[src/rtl/rr_arbiter_4_if.sv]
// rtl/rr_arbiter_4_if.sv - request/grant bundle between requesters and rr_arbiter_4
interface rr_arbiter_4_if;
    logic [3:0] req;
    logic [3:0] rel;
    logic [3:0] gnt;
    logic [1:0] gnt_id;
    logic       busy;
    logic       timeout;

    // Requester side drives req/rel and observes the grant.
    modport master (
        output req,
        output rel,
        input  gnt,
        input  gnt_id,
        input  busy,
        input  timeout
    );

    // Arbiter side samples req/rel and drives the grant.
    modport slave (
        input  req,
        input  rel,
        output gnt,
        output gnt_id,
        output busy,
        output timeout
    );
endinterface

[src/rtl/rr_arbiter_4.sv]
// rtl/rr_arbiter_4.sv - four-way round-robin arbiter with release and bounded hold time
module rr_arbiter_4 #(
    parameter int MAX_HOLD = 8
) (
    input  logic          clk,
    input  logic          reset,
    rr_arbiter_4_if.slave bus
);

    typedef enum logic {
        IDLE  = 1'b0,
        OWNED = 1'b1
    } state_t;

    // Hold counter is 8 bits wide, so the limit is truncated to that width.
    localparam logic [7:0] HOLD_LIMIT = 8'(MAX_HOLD);

    state_t     state_q,  state_nxt;
    logic [3:0] gnt_q,    gnt_nxt;
    logic [1:0] id_q,     id_nxt;
    logic [1:0] ptr_q,    ptr_nxt;
    logic [7:0] hold_q,   hold_nxt;
    logic       to_q,     to_nxt;

    logic [1:0] pick_id;
    logic       pick_valid;
    logic       owner_done;
    logic       hold_expired;

    // Search order ptr, ptr+1, ptr+2, ptr+3; scanning backwards leaves the closest hit.
    always_comb begin
        pick_valid = 1'b0;
        pick_id    = ptr_q;
        for (int k = 3; k >= 0; k--) begin
            if (bus.req[ptr_q + 2'(k)]) begin
                pick_valid = 1'b1;
                pick_id    = ptr_q + 2'(k);
            end
        end
    end

    // Owner gives up the resource by strobing rel or by dropping its request.
    always_comb begin
        owner_done   = bus.rel[id_q] | ~bus.req[id_q];
        hold_expired = (hold_q == HOLD_LIMIT);
    end

    // Next-state and next-output decision for the grant FSM.
    always_comb begin
        state_nxt = state_q;
        gnt_nxt   = gnt_q;
        id_nxt    = id_q;
        ptr_nxt   = ptr_q;
        hold_nxt  = hold_q;
        to_nxt    = 1'b0;

        case (state_q)
            IDLE: begin
                if (pick_valid) begin
                    state_nxt = OWNED;
                    gnt_nxt   = 4'b0001 << pick_id;
                    id_nxt    = pick_id;
                    ptr_nxt   = pick_id + 2'd1;
                    hold_nxt  = 8'd1;
                end
            end
            OWNED: begin
                if (owner_done) begin
                    // A release that coincides with the hold limit is a normal release.
                    state_nxt = IDLE;
                    gnt_nxt   = 4'b0000;
                    hold_nxt  = 8'd0;
                end else if (hold_expired) begin
                    state_nxt = IDLE;
                    gnt_nxt   = 4'b0000;
                    hold_nxt  = 8'd0;
                    to_nxt    = 1'b1;
                end else begin
                    hold_nxt  = hold_q + 8'd1;
                end
            end
            default: begin
                state_nxt = IDLE;
                gnt_nxt   = 4'b0000;
                hold_nxt  = 8'd0;
            end
        endcase
    end

    // State register; reset clears the grant and pointer without waiting for a clock.
    always_ff @(posedge clk or negedge reset) begin
        if (!reset) begin
            state_q <= IDLE;
            gnt_q   <= 4'b0000;
            id_q    <= 2'd0;
            ptr_q   <= 2'd0;
            hold_q  <= 8'd0;
            to_q    <= 1'b0;
        end else begin
            state_q <= state_nxt;
            gnt_q   <= gnt_nxt;
            id_q    <= id_nxt;
            ptr_q   <= ptr_nxt;
            hold_q  <= hold_nxt;
            to_q    <= to_nxt;
        end
    end

    assign bus.gnt     = gnt_q;
    assign bus.gnt_id  = id_q;
    assign bus.busy    = |gnt_q;
    assign bus.timeout = to_q;

endmodule

[src/flat_wrapper.sv]
// flat-port wrapper written by rule: the top's interface ports become plain ports
module rr_arbiter_4_flat 
#(
    parameter int MAX_HOLD = 8
)
  (clk, reset, bus_req, bus_rel, bus_gnt, bus_gnt_id, bus_busy, bus_timeout);
  rr_arbiter_4_if bus_i ();
  input  logic clk;
  input  logic reset;
  input wire logic [$bits(bus_i.req)-1:0] bus_req;
  input wire logic [$bits(bus_i.rel)-1:0] bus_rel;
  output wire logic [$bits(bus_i.gnt)-1:0] bus_gnt;
  output wire logic [$bits(bus_i.gnt_id)-1:0] bus_gnt_id;
  output wire logic [$bits(bus_i.busy)-1:0] bus_busy;
  output wire logic [$bits(bus_i.timeout)-1:0] bus_timeout;
  assign bus_i.req = bus_req;
  assign bus_i.rel = bus_rel;
  assign bus_gnt = bus_i.gnt;
  assign bus_gnt_id = bus_i.gnt_id;
  assign bus_busy = bus_i.busy;
  assign bus_timeout = bus_i.timeout;
  rr_arbiter_4 #(.MAX_HOLD(MAX_HOLD)) u_core (.clk(clk), .reset(reset), .bus(bus_i));
endmodule
[config.mk]
export PLATFORM = sky130hd
export DESIGN_NAME = rr_arbiter_4_flat
export DESIGN_NICKNAME = d
export VERILOG_FILES = /design/src/rtl/rr_arbiter_4_if.sv /design/src/rtl/rr_arbiter_4.sv /design/src/flat_wrapper.sv
export SDC_FILE = /design/constraint.sdc
export NUM_CORES = 1
export LEC_CHECK = 0
export CORE_MARGIN = 1
export CORE_UTILIZATION = 30
export DETAILED_ROUTE_END_ITERATION = 10
export PLACE_DENSITY = 0.48
export SYNTH_ARGS = -nofsm -noshare
export SYNTH_HDL_FRONTEND = slang
export SYNTH_SLANG_ARGS = --single-unit
[constraint.sdc]
create_clock -name clk -period 4.8 [get_ports clk]
set_input_delay 0.72 -clock clk [delete_from_list [all_inputs] [get_ports clk]]
set_output_delay 0.72 -clock clk [all_outputs]
set_load 0.01 [all_outputs]
# Word-level counts from Yosys, hierarchy flattened

Cells that the tools add are included.

Register bits: 18
Output and inout bits: 8
Word-level logic and storage cells: 61

Mux-type cells: 35
Add/sub/neg operators: 5
Order comparisons: 5
Bitwise operators: 3
Equality and inequality tests: 3
Shift operators: 1
Reductions and logical operators: 3

Operator list:

| operator                                                                | number |
|---|---|
| 8-bit 2-to-1 mux                                                        | 3 |
| 1-bit 2-to-1 mux                                                        | 16 |
| 8-bit case mux with 2 select lines                                      | 1 |
| 2-bit by 3-bit < comparator with 1-bit output, second input constant    | 5 |
| 1-bit binary-select mux with 2-bit select                               | 6 |
| 4-bit 2-to-1 mux                                                        | 3 |
| 8-bit by 1-bit adder with 8-bit output, second input constant           | 1 |
| 8-bit by 4-bit == test with 1-bit output, second input constant         | 1 |
| 2-bit 2-to-1 mux                                                        | 4 |
| 4-bit case mux with 2 select lines                                      | 1 |
| 2-bit by 1-bit adder with 2-bit output, second input constant           | 2 |
| 2-bit adder, second input constant                                      | 2 |
| 2-bit AND reduction                                                     | 2 |
| 4-bit OR reduction                                                      | 1 |
| 1-bit by 2-bit << shifter with 4-bit output, first input constant       | 1 |
| 3-bit inequality test, second input constant                            | 1 |
| 2-bit by 1-bit inequality test with 1-bit output, second input constant | 1 |
| 1-bit inverter                                                          | 2 |
| 1-bit case mux with 2 select lines                                      | 1 |
| 1-bit OR                                                                | 1 |

# Logic depth before layout (Yosys ltp)

Gate-level depths: netlist of run 1.

Word-level depth: 10
Gate-level depth with buffers: 8
Mapped depth without buffers: 7

# Worst setup path after synthesis of run 1

No wires, ideal clock.

Kind: input to register
From: in bus_req[3]
To: reg u_core.gnt_q[3] (netlist: u_core.bus.gnt[3])
Cell stages on the path: 6
Library setup time: 121 ps
Setup slack: 2878 ps
Data arrival time: 1801 ps
Cell sequence: nor2b_1 > mux4_2 > nand3_2 > buf_6 > nand2_4 > a22o_1

Longest elaborated chain between the ends: 9

Ends and longest elaborated chain:

| element                                     | line                | text |
|---|---|---|
| from (decl)                                 | flat_wrapper.sv:10  | `input wire logic [$bits(bus_i.req)-1:0] bus_req;` |
| 1-bit binary-select mux with 2-bit select   | rr_arbiter_4.sv:35  | `if (bus.req[ptr_q + 2'(k)]) begin` |
| 1-bit 2-to-1 mux (implied by the code)      | rr_arbiter_4.sv:35  |  |
| 2-bit 2-to-1 mux (4 in a row)               | rr_arbiter_4.sv:35  |  |
| 1-bit by 2-bit << shifter with 4-bit output | rr_arbiter_4.sv:61  | `gnt_nxt = 4'b0001 << pick_id;` |
| 4-bit 2-to-1 mux                            | rr_arbiter_4.sv:59  | `if (pick_valid) begin` |
| 4-bit case mux with 2 select lines          | rr_arbiter_4.sv:57  | `case (state_q)` |
| to (signal assigned)                        | rr_arbiter_4.sv:101 | `gnt_q <= gnt_nxt;` |
| to (decl)                                   | rr_arbiter_4.sv:19  | `logic [3:0] gnt_q, gnt_nxt;` |

Several ways; a longest one is shown, not always the timed one. The select of a mux whose other input is x is not followed.
A chain may end at the register's enable or synchronous reset.

# Final worst setup path of run 1

From: reg u_core.gnt_q[1] (netlist: u_core.bus.gnt[1])
To: out bus_busy

Longest elaborated chain between the ends: 1

Ends and longest elaborated chain:

| element            | line                | text |
|---|---|---|
| 4-bit OR reduction | rr_arbiter_4.sv:111 | `assign bus.busy = \|gnt_q;` |
| to (decl)          | flat_wrapper.sv:14  | `output wire logic [$bits(bus_i.busy)-1:0] bus_busy;` |

Every way passes these cells.

==> results.md, run 1 <==
* Sequential fraction of the synthesis area at 0.446
* Worst stage delay on the critical path at slightly above 0.5 ns
* Htree depth at 1
* Combined flip-flop and latch cell area at 450 sq um
* Number of resized instances in the post-cts repair step at 0
* Count of flip-flops with a built-in enable after synthesis at 0
* Post-synthesis to final-layout area growth at 24.0%
* Least setup slack across all paths after layout at 2.35 ns
* Worst Path Required at 4.08 ns
* Die Ht at 60.1 microns
* Net count of the finished layout at between 100 and 150
* Detailed placer's ending HPWL at 1720 microns
* Highest ir drop seen on vdd at between 200 and 250 uV
* Number of antenna violations at the first check in global routing at 0
* Number of setup violations in the final report at 0
* Clock transition at path regs at 0.12 ns
* Post-synth top area cell: sky130_fd_sc_hd__dfrtp_1
* Result of the run: complete, no violations
* Leak pwr at 0.000532 uW
* Arrival time at the worst endpoint at 1.73 ns
* Setup Fix Bufs, Post-CTS at 0
* Filler cells at 322
* Clock period minus worst slack at roughly 2.4 ns
* Gr ovfl total at 0
* Class of the tightest hold or removal check: register to register
* CTS tree: done
* Power Total at 600 uW
* CP Launch Type: register
* Area of the multi-input gates at between 500 and 600 sq um
* Number of synthesized register bits at 18
* Root cell of the clock tree: sky130_fd_sc_hd__clkbuf_4
* Number of design rule violations left after detail routing at 0
* Standard-cell rows at 20
* Post-synthesis cell count at between 100 and 150
* Category of the worst setup path capture point: primary output
* I/O pin count at 18
* Setup Skew at about 0.0066 ns
* Number of warnings issued by yosys at 0
* Final ANT Viol Nets at 0
* Reg-to-reg endpoint: u_core.hold_q[6]
* Clock sink count at 18
* Fraction of layout instances using a drive strength above 1 at 0.0787
* Number of detailed-route iterations in the first pass at 4
* Number of port buffers at 17
* Via count at 857
* Pins over their slew limit at 0
* Number of vias per cell after detailed routing at about 5.0
* Number of buffers on the longest clock path at 2
* DIE WIDTH at 60.1 microns
* Effective utilization at floorplan at 0.323
* Die outline area at 3610 sq um
* Pwr/cell area at 478 nW/um^2
* Post-Synthesis Mean Instance Area at around 9.4 sq um
* Maximum number of pins on one net before global-route repair at 19
* Max-capacitance violation count at 0
* Top cells by area, synth: sky130_fd_sc_hd__dfrtp_1 45%, sky130_fd_sc_hd__o21ai_0 5.0%, sky130_fd_sc_hd__nor2b_1 3.7%
* Top-area cell type share of the netlist area at 0.446
* Number of distinct library cell variants in the gate-level netlist after synthesis at 35
* Wire length of the first global-routing pass at 4060 microns
* Critical path class: register to primary output
* Highest net fanout along the worst path at 3
* Final worst path period share at 0.509
* Number of nets produced by synthesis at 120
* Sum of routed wire length over all layers at 2360 microns
* Post-cts hold buffer count at 0
* Reg-to-reg slack, setup at slightly below 3 ns
* Depth of the most critical reg-to-reg path at 7
* Post-synth top flop: sky130_fd_sc_hd__dfrtp_1
* Hold Fails Final Rpt at 0
* Transition time at the pin with the least slew margin at 0.834 ns
* Cell area after synthesis at 1010 sq um
* Total negative slack for setup checks at 0 ns
* Worst Min Path Start: u_core.bus.gnt[0]
* Worst R2R Start: u_core.hold_q[0]
* CTS Buf Count at 3
* Antenna diode count at 0
* Sequence of cells on the critical path: or4_1 > clkdlybuf4s50_1
* Minimum setup slack after placement at between 2 and 2.5 ns
* Achievable frequency at about 0.41 GHz
* First-iteration detailed-routing DRC count at 43
* RSZ-0062 raised after global routing: no
* GRT Total Usage at 0.159
* Worst relative slew slack at 0.442
* Placeable core area at 3130 sq um
* Vias in the first global route at 871
* Hold EP: u_core.bus.gnt[0]
* Async S/R FF share, synth at 1.00
* Cell count of the worst hold path at 1
* Average routed wire per standard cell at 13.8 microns
* Final weighted congestion of routability-driven global placement at 0.858
* Standard cell with the maximum stage delay on the critical path: sky130_fd_sc_hd__or4_1
* Worst-Skew Late Latency at 0.30 ns
[cell usage after synthesis (2+ instances only)]
cell type and count:
sky130_fd_sc_hd__a21o_1 3, sky130_fd_sc_hd__a21oi_1 5, sky130_fd_sc_hd__a32o_1 2, sky130_fd_sc_hd__and3_1 2, sky130_fd_sc_hd__dfrtp_1 18, sky130_fd_sc_hd__ha_1 2
sky130_fd_sc_hd__inv_1 6, sky130_fd_sc_hd__nand2_1 9, sky130_fd_sc_hd__nand2b_1 3, sky130_fd_sc_hd__nand3_1 7, sky130_fd_sc_hd__nand3b_1 2, sky130_fd_sc_hd__nor2_1 8
sky130_fd_sc_hd__nor2b_1 6, sky130_fd_sc_hd__nor3b_1 2, sky130_fd_sc_hd__o21ai_0 10, sky130_fd_sc_hd__or3_1 4
[logic make-up (layout without fill, tap and decap cells)]
family                     after synthesis  count (layout)  share of synthesized area
and+or+nand+nor                         54              54                      0.314
AOI/OAI and AO/OA                       25              25                      0.152
DFF                                     18              18                      0.446
buffers and inverters                    8              27                     0.0408
adders and majority gates                2               2                     0.0247
muxes                                    1               1                     0.0223
[power breakdown]
group | switching (uW) | internal (uW)
Combinational | 125 | 133
Clock | 51.5 | 46.2
Sequential | 50.5 | 194
Total | 226 | 373
[worst max-delay path by stage]
stage                            startpoint                end  slack [ns]  cells after the start
after global placement           bus_req[3]   u_core.hold_q[4]        2.26                      6
after floorplan                  bus_req[3]  u_core.bus.gnt[3]        2.88                      6
final                     u_core.bus.gnt[1]           bus_busy        2.35                      2
after CTS                 u_core.bus.gnt[1]           bus_busy        2.34                      2
after global routing      u_core.bus.gnt[1]           bus_busy        2.30                      2
after detailed placement         bus_req[3]  u_core.bus.gnt[3]        2.21                      6
[per-layer routing]
metal  GRT usage  routed length [microns]  vias to the layer above  share of wire
li1            -                        -                      423              -
met1       0.195                     1060                      415           0.45
met2       0.276                     1200                       17           0.51
met3      0.0390                       81                        2          0.034
met4      0.0432                       17                        0         0.0072
met5           0                        0                        -              0
[cell type report]
class,instances,share of cell area
inverters,6,0.0180
multi-input cells,82,0.414
clock buffers,4,0.0289
well taps,44,0.0439
flip-flops and latches,18,0.359
repair buffers,17,0.136
[state kept, by name (all words and copies together), names as in the netlist]
register	cells
u_core.hold_q	8
u_core.bus.gnt	4
u_core.bus.timeout	1
u_core.ptr_q	2
u_core.bus.gnt_id	2
u_core.state_q	1
[critical path: cells and delay by family (launching register included)]
kind / cells / cell delay [ns]
buffers and inverters: 1 / 0.49
DFF: 1 / 0.42
and+or+nand+nor: 1 / 0.51
[through the flow]
| stage | hold WS [ns] | utilization | instances | instance area (sq um) |
|---|---|---|---|---|
| 3_3_place_gp | 0.506 | 0.389 | 167 | 1220 |
| 6_report | 0.525 | 0.401 | 171 | 1250 |
| 2_1_floorplan | 0.424 | - | 108 | 1010 |
| 4_1_cts | 0.534 | 0.401 | 171 | 1250 |
| 3_5_place_dp | 0.506 | 0.389 | 167 | 1220 |
| 5_1_grt | 0.578 | 0.401 | 171 | 1250 |
[layout by cell type (no fill, tap or decap), types with 2 or more instances in the layout]
cell                              count
sky130_fd_sc_hd__a21o_1               3
sky130_fd_sc_hd__a21oi_1              5
sky130_fd_sc_hd__a32o_1               2
sky130_fd_sc_hd__and3_1               2
sky130_fd_sc_hd__clkbuf_4             3
sky130_fd_sc_hd__clkdlybuf4s50_1     17
sky130_fd_sc_hd__dfrtp_1             18
sky130_fd_sc_hd__ha_1                 2
sky130_fd_sc_hd__inv_1                6
sky130_fd_sc_hd__nand2_1              9
sky130_fd_sc_hd__nand2b_1             3
sky130_fd_sc_hd__nand3_1              7
sky130_fd_sc_hd__nand3b_1             2
sky130_fd_sc_hd__nor2_1               8
sky130_fd_sc_hd__nor2b_1              6
sky130_fd_sc_hd__nor3b_1              2
sky130_fd_sc_hd__o21ai_0             10
sky130_fd_sc_hd__or3_1                4
Power figures use the tool's default switching activity.
==> run 2, diff against run 1 <==
--- a/config.mk
+++ b/config.mk
@@ -8,7 +8,7 @@
 export CORE_MARGIN = 1
 export CORE_UTILIZATION = 30
 export DETAILED_ROUTE_END_ITERATION = 10
-export PLACE_DENSITY = 0.48
+export PLACE_DENSITY = 0.5
 export SYNTH_ARGS = -nofsm -noshare
 export SYNTH_HDL_FRONTEND = slang
 export SYNTH_SLANG_ARGS = --single-unit
==> constraint.sdc (replaced) <==
create_clock -name clk -period 2.1 [get_ports clk]
set_input_delay 0.315 -clock clk [delete_from_list [all_inputs] [get_ports clk]]
set_output_delay 0.315 -clock clk [all_outputs]
set_load 0.01 [all_outputs]
==> run 2 against run 1 <==
First-iteration DRC count down 47%. Global-route usage down 0.53 points. Largest cell class unchanged. Critical path depth up 5. Critical path type is now register to register.
==> results.md, run 2 (synthesis gave the netlist of run 1 again) <==
* Result of the run: complete, no violations
* Number of vias per cell after detailed routing at between 4 and 5
* Worst Path Required at about 2.3 ns
* Net switching share of the total power at 0.375
* CTS Buf Count at 3
* Post-route core utilization at 0.416
* Number of buffers on the longest clock path at 2
* Sum of routed wire length over all layers at 2320 microns
* Total buffers and inverters traversed by the critical path at 1
* Antenna diode count at 0
* Largest delay share family, worst path: simple AND/OR/NAND/NOR gates
* Maximum number of pins on one net before global-route repair at 19
* Internal portion of total power at roughly 860 uW
* Highest ir drop seen on vdd at 648 uV
* Critical path class: register to register
* Detailed placer's ending HPWL at 1740 microns
* Die outline area at 3610 sq um
* Standard cell with the maximum stage delay on the critical path: sky130_fd_sc_hd__dfrtp_1
* Placeable core area at between 3000 and 4000 sq um
* Arrival time at the worst endpoint at 2.02 ns
* Final worst path period share at 0.857
* Transition time at the pin with the least slew margin at 0.467 ns
* Clock network power share at 0.158
* Share of total power in sequential cells at 0.410
* Highest net fanout along the worst path at 11
* I/O pin count at 18
* Effective utilization at floorplan at 0.323
* Sequence of cells on the critical path: inv_1 > ha_1 > nor4b_1 > nand3_1 > nand3_2 > or3_1 > o21ai_0
* Commonest non-fill, non-tap cells in the layout: 18 x sky130_fd_sc_hd__dfrtp_1, 16 x sky130_fd_sc_hd__clkdlybuf4s50_1, 10 x sky130_fd_sc_hd__o21ai_0
* Final ANT Viol Nets at 0
* Post-cts hold buffer count at 0
* Number of setup violations in the final report at 0
* Gr ovfl total at 0
* Most common library cell in the layout ignoring fill and taps: sky130_fd_sc_hd__dfrtp_1
* Worst stage delay on the critical path at 0.41 ns
* Number of flip-flops under the largest register name at 8
* CTS tree: done
* Final weighted congestion of routability-driven global placement at 0.757
* Number of design rule violations left after detail routing at 0
* Number of antenna violations at the first check in global routing at 0
* Max-capacitance violation count at 0
* DIE WIDTH at 60.1 microns
* Clock sink count at 18
* Clock period minus worst slack at 1.80 ns
* Worst-Skew Late Latency at around 0.29 ns
* Pins over their slew limit at 0
* Worst relative slew slack at 0.688
* Root cell of the clock tree: sky130_fd_sc_hd__clkbuf_4
* Category of the worst setup path capture point: register
* Hold Fails Final Rpt at 0
* Post-synthesis to final-layout area growth at 28.7%
* Average routed wire per standard cell at about 13 microns
* Leak pwr at 0.000572 uW
* Achievable frequency at 0.556 GHz
* Htree depth at 1
* Vias in the first global route at 940
* Filler cells at 323
* Number of resized instances in the post-cts repair step at 0
* Fraction of layout instances using a drive strength above 1 at 0.120
* CP Launch Type: register
* Portion of total power attributed to combinational logic at 0.432
* Number of detailed-route iterations in the first pass at 4
* GRT Total Usage at 0.154
* Net count of the finished layout at about 150
* RSZ-0062 raised after global routing: no
* Via count at 877
* First-iteration detailed-routing DRC count at 23
* Clock transition at path regs at 0.11 ns
* Register ranked first by flip-flop count: u_core.hold_q
* Pwr/cell area at 1050 nW/um^2
* Switching component of the power at a little over 500 uW
* Class of the tightest hold or removal check: input port to async pin
* Wire length of the first global-routing pass at 4060 microns
* Total negative slack for setup checks at 0 ns
* Setup Skew at 0.00377 ns
* Number of port buffers at 17
* Die Ht at 60.1 microns
* Setup Fix Bufs, Post-CTS at 0
* Standard-cell rows at 20
-- run 2: cell count changes in the layout (fill, tap and decap cells not counted), sizes merged --
cell,previous run,this run
dlymetal6s2s,0,1
buf,0,6
clkdlybuf4s50,17,16
-- run 2: stage by stage --
| step | hold slack, ns | cell area (sq um) | cells | total power (uW) | worst slack, ns |
|---|---|---|---|---|---|
| floorplan | 0.0194 | 1010 | 108 | 915 | 0.513 |
| global placement | 0.514 | 1260 | 173 | 1160 | 0.0579 |
| detailed placement | 0.511 | 1260 | 173 | 1170 | 0.0462 |
| CTS | 0.343 | 1300 | 177 | 1400 | 0.0215 |
| global route | 0.349 | 1300 | 177 | 1480 | 0.0894 |
| finish | 0.342 | 1300 | 177 | 1370 | 0.300 |
-- run 2: path summary, 6_finish.rpt --
kind                                      start  cells past startpoint                   end  slack (ns)
setup / recovery               u_core.hold_q[0]                      7      u_core.hold_q[3]        0.30
hold / removal                            reset                      2      u_core.hold_q[0]        0.34
setup reg to reg               u_core.hold_q[0]                      7      u_core.hold_q[3]        0.30
hold reg to reg            u_core.bus.gnt_id[0]                      1  u_core.bus.gnt_id[0]        0.53
max in group asynchronous                 reset                      2       u_core.ptr_q[0]        1.56
min in group clk           u_core.bus.gnt_id[0]                      1  u_core.bus.gnt_id[0]        0.53
-- run 2: metal layers --
metal / part of all wire / global-route usage
met3: 0.035 / 0.0411
met4: 0.0069 / 0.0532
met1: 0.44 / 0.170
met2: 0.52 / 0.281
met5: 0 / 0
-- run 2: area by class of cell --
type | instances | area [sq um] | share of cell area
multi-input combinational | 82 | 519 | 0.399
clock buffer | 4 | 36.3 | 0.0279
inverter | 6 | 22.5 | 0.0173
sequential | 18 | 450 | 0.346
tap | 44 | 55.1 | 0.0423
timing repair buffer | 23 | 218 | 0.167
-- run 2: power groups by stage --
| stage | logic (uW) | registers (uW) | clock network (uW) |
|---|---|---|---|
| floorplan | 373 | 543 | 0 |
| global placement | 598 | 564 | 0 |
| detailed placement | 603 | 567 | 0 |
| CTS | 608 | 562 | 226 |
| global route | 654 | 581 | 241 |
| finish | 591 | 561 | 216 |
==> run 3, diff against run 2 <==
--- a/config.mk
+++ b/config.mk
@@ -8,7 +8,7 @@
 export CORE_MARGIN = 1
 export CORE_UTILIZATION = 30
 export DETAILED_ROUTE_END_ITERATION = 10
-export PLACE_DENSITY = 0.5
+export PLACE_DENSITY = 0.48
 export SYNTH_ARGS = -nofsm -noshare
 export SYNTH_HDL_FRONTEND = slang
 export SYNTH_SLANG_ARGS = --single-unit
==> constraint.sdc (replaced) <==
create_clock -name clk -period 1.8 [get_ports clk]
set_input_delay 0.27 -clock clk [delete_from_list [all_inputs] [get_ports clk]]
set_output_delay 0.27 -clock clk [all_outputs]
set_load 0.01 [all_outputs]
==> run 3 against run 2 <==
Design area grew 8.5%. Clock power is 23% higher. Combinational power rose by 43%. Utilization rose by 3.5 points. Clock skew hardly changed. Via count up 6.0%. Setup slack got worse by 0.22 ns. Power rose by 27%. Critical path type is now register to primary output.
==> results.md, run 3 (synthesis gave the netlist of run 1 again) <==
* Placeable core area at ~3100 sq um
* Pwr/cell area at 1230 nW/um^2
* Minimum setup slack after placement at -0.222 ns
* Clock network power share at 0.153
* Max-capacitance violation count at 0
* Highest ir drop seen on vdd at 684 uV
* Standard-cell rows at 20
* Most common library cell in the layout ignoring fill and taps: sky130_fd_sc_hd__dfrtp_1
* Filler cells at 331
* Number of design rule violations left after detail routing at 0
* Reg-to-reg endpoint: u_core.bus.gnt[1]
* Standard cell with the maximum stage delay on the critical path: sky130_fd_sc_hd__or4_1
* Worst relative slew slack at 0.777
* Number of flip-flops under the largest register name at 8
* Register ranked first by flip-flop count: u_core.hold_q
* RSZ-0062 raised after global routing: no
* CP Launch Type: register
* Final ANT Viol Nets at 0
* Final weighted congestion of routability-driven global placement at 0.823
* GRT Total Usage at 0.158
* Antenna diode count at 0
* Gr ovfl total at 0
* DIE WIDTH at ~60 microns
* Achievable frequency at ~0.58 GHz
* Largest delay share family, worst path: simple AND/OR/NAND/NOR gates
* First-iteration detailed-routing DRC count at 32
* Root cell of the clock tree: sky130_fd_sc_hd__clkbuf_4
* Hold Fails Final Rpt at 0
* Least setup slack across all paths after layout at 0.0817 ns
* Internal portion of total power at 1110 uW
* Transition time at the pin with the least slew margin at around 0.34 ns
* Sequence of cells on the critical path: or4_1 > clkdlybuf4s15_1
* Worst stage delay on the critical path at ~0.51 ns
* Setup Skew at 0.00349 ns
* Depth of the most critical reg-to-reg path at 4
* Pins over their slew limit at 0
* Effective utilization at floorplan at 0.323
* Category of the worst setup path capture point: primary output
* Leak pwr at 0.000620 uW
* Switching component of the power at 633 uW
* Vias in the first global route at 923
* Reg-to-reg slack, setup at 0.19 ns
* CTS tree: done
* Share of total power in sequential cells at 0.363
* Clock sink count at 18
* Arrival time at the worst endpoint at 1.45 ns
* Fraction of layout instances using a drive strength above 1 at 0.215
* Number of antenna violations at the first check in global routing at 0
* Wire length of the first global-routing pass at 4130 microns
* Commonest non-fill, non-tap cells in the layout: 18 x sky130_fd_sc_hd__dfrtp_1, 17 x sky130_fd_sc_hd__buf_4, 16 x sky130_fd_sc_hd__clkdlybuf4s50_1
* Number of buffers on the longest clock path at 2
* Htree depth at 1
* Detailed placer's ending HPWL at 1790 microns
* I/O pin count at 18
* Portion of total power attributed to combinational logic at 0.484
* Clock transition at path regs at 0.12 ns
* Die outline area at 3610 sq um
* Total buffers and inverters traversed by the critical path at 1
* Worst-Skew Late Latency at 0.30 ns
* Post-synthesis to final-layout area growth at 39.6%
* Net count of the finished layout at 157
* Average routed wire per standard cell at 12.6 microns
* Clock period minus worst slack at 1.72 ns
* Total negative slack for setup checks at 0 ns
* Number of detailed-route iterations in the first pass at 4
* Number of port buffers at 17
* Maximum number of pins on one net before global-route repair at 19
* Critical path class: register to primary output
* Class of the tightest hold or removal check: input port to async pin
* Via count at 930
* Final Instance Area at between 1000 and 1500 sq um
* Die Ht at 60.1 microns
* Number of vias per cell after detailed routing at ~4.9
* Sum of routed wire length over all layers at about 2400 microns
* Final worst path period share at 0.955
* CTS Buf Count at 3
* Number of setup violations in the final report at 0
* Highest net fanout along the worst path at 2
* Worst Path Required at 1.53 ns
* Result of the run: complete, no violations
* Placed Area at 1320 sq um
* Worst R2R Start: u_core.bus.gnt_id[1]
* Net switching share of the total power at 0.363
## run 3: what timing repair did
action | 4_1_cts | 5_1_grt
pin swaps | 0 | 3
endpoints found under the hold margin | 0 | 0
hold buffers | 0 | 0
resized for setup | 1 | 7
buffers inserted | 1 | 2
setup endpoints to repair | 1 | 11
## run 3: layout make-up
cell class	count	area, sq um	share of cell area
clock buffer	4	36.3	0.0257
inverter	6	22.5	0.0160
multi-input combinational	82	549	0.389
sequential	18	450	0.319
tap	44	55.1	0.0390
timing repair buffer	34	298	0.211
## run 3: power by group through the flow
| stage | Combinational [uW] | Clock, uW | Sequential [uW] |
|---|---|---|---|
| floorplan | 435 | 0 | 633 |
| global placement | 803 | 0 | 638 |
| detailed placement | 803 | 0 | 639 |
| CTS | 802 | 281 | 628 |
| global route | 947 | 293 | 655 |
| finish | 843 | 266 | 632 |
## run 3: routing by layer
layer  up-vias  routed length [microns]  GRT usage
met1       447                     1090      0.197
met2        18                     1160      0.268
met4         0                       26     0.0465
met5         -                        0          0
met3         4                       86     0.0390
li1        461                        -          -
## run 3: metrics by stage
step | hold WS, ns | util | instances | power, uW
after global placement | 0.504 | 0.423 | 181 | 1440
after global routing | 0.301 | 0.451 | 188 | 1900
after detailed placement | 0.505 | 0.423 | 181 | 1440
after floorplan | -0.0256 | - | 108 | 1070
after CTS | 0.276 | 0.436 | 186 | 1710
final | 0.276 | 0.451 | 188 | 1740
## run 3: worst register-to-register path, delay by kind of cell, from the launching register on
family,cells,cell delay [ns]
simple gates,2,0.31
flops,1,0.41
mux,1,0.59
compound gates,1,0.20
## run 3: how the worst max path moves through the flow
stage	from	to	slack (ns)	depth (start not counted)
2_1_floorplan	u_core.hold_q[0]	u_core.bus.gnt[3]	0.21	8
3_3_place_gp	bus_req[0]	u_core.hold_q[4]	-0.24	6
3_5_place_dp	bus_req[0]	u_core.bus.gnt[1]	-0.22	6
4_1_cts	u_core.bus.gnt[1]	bus_busy	0.01	2
5_1_grt	u_core.bus.gnt[1]	bus_busy	0.03	2
6_report	u_core.bus.gnt[1]	bus_busy	0.08	2
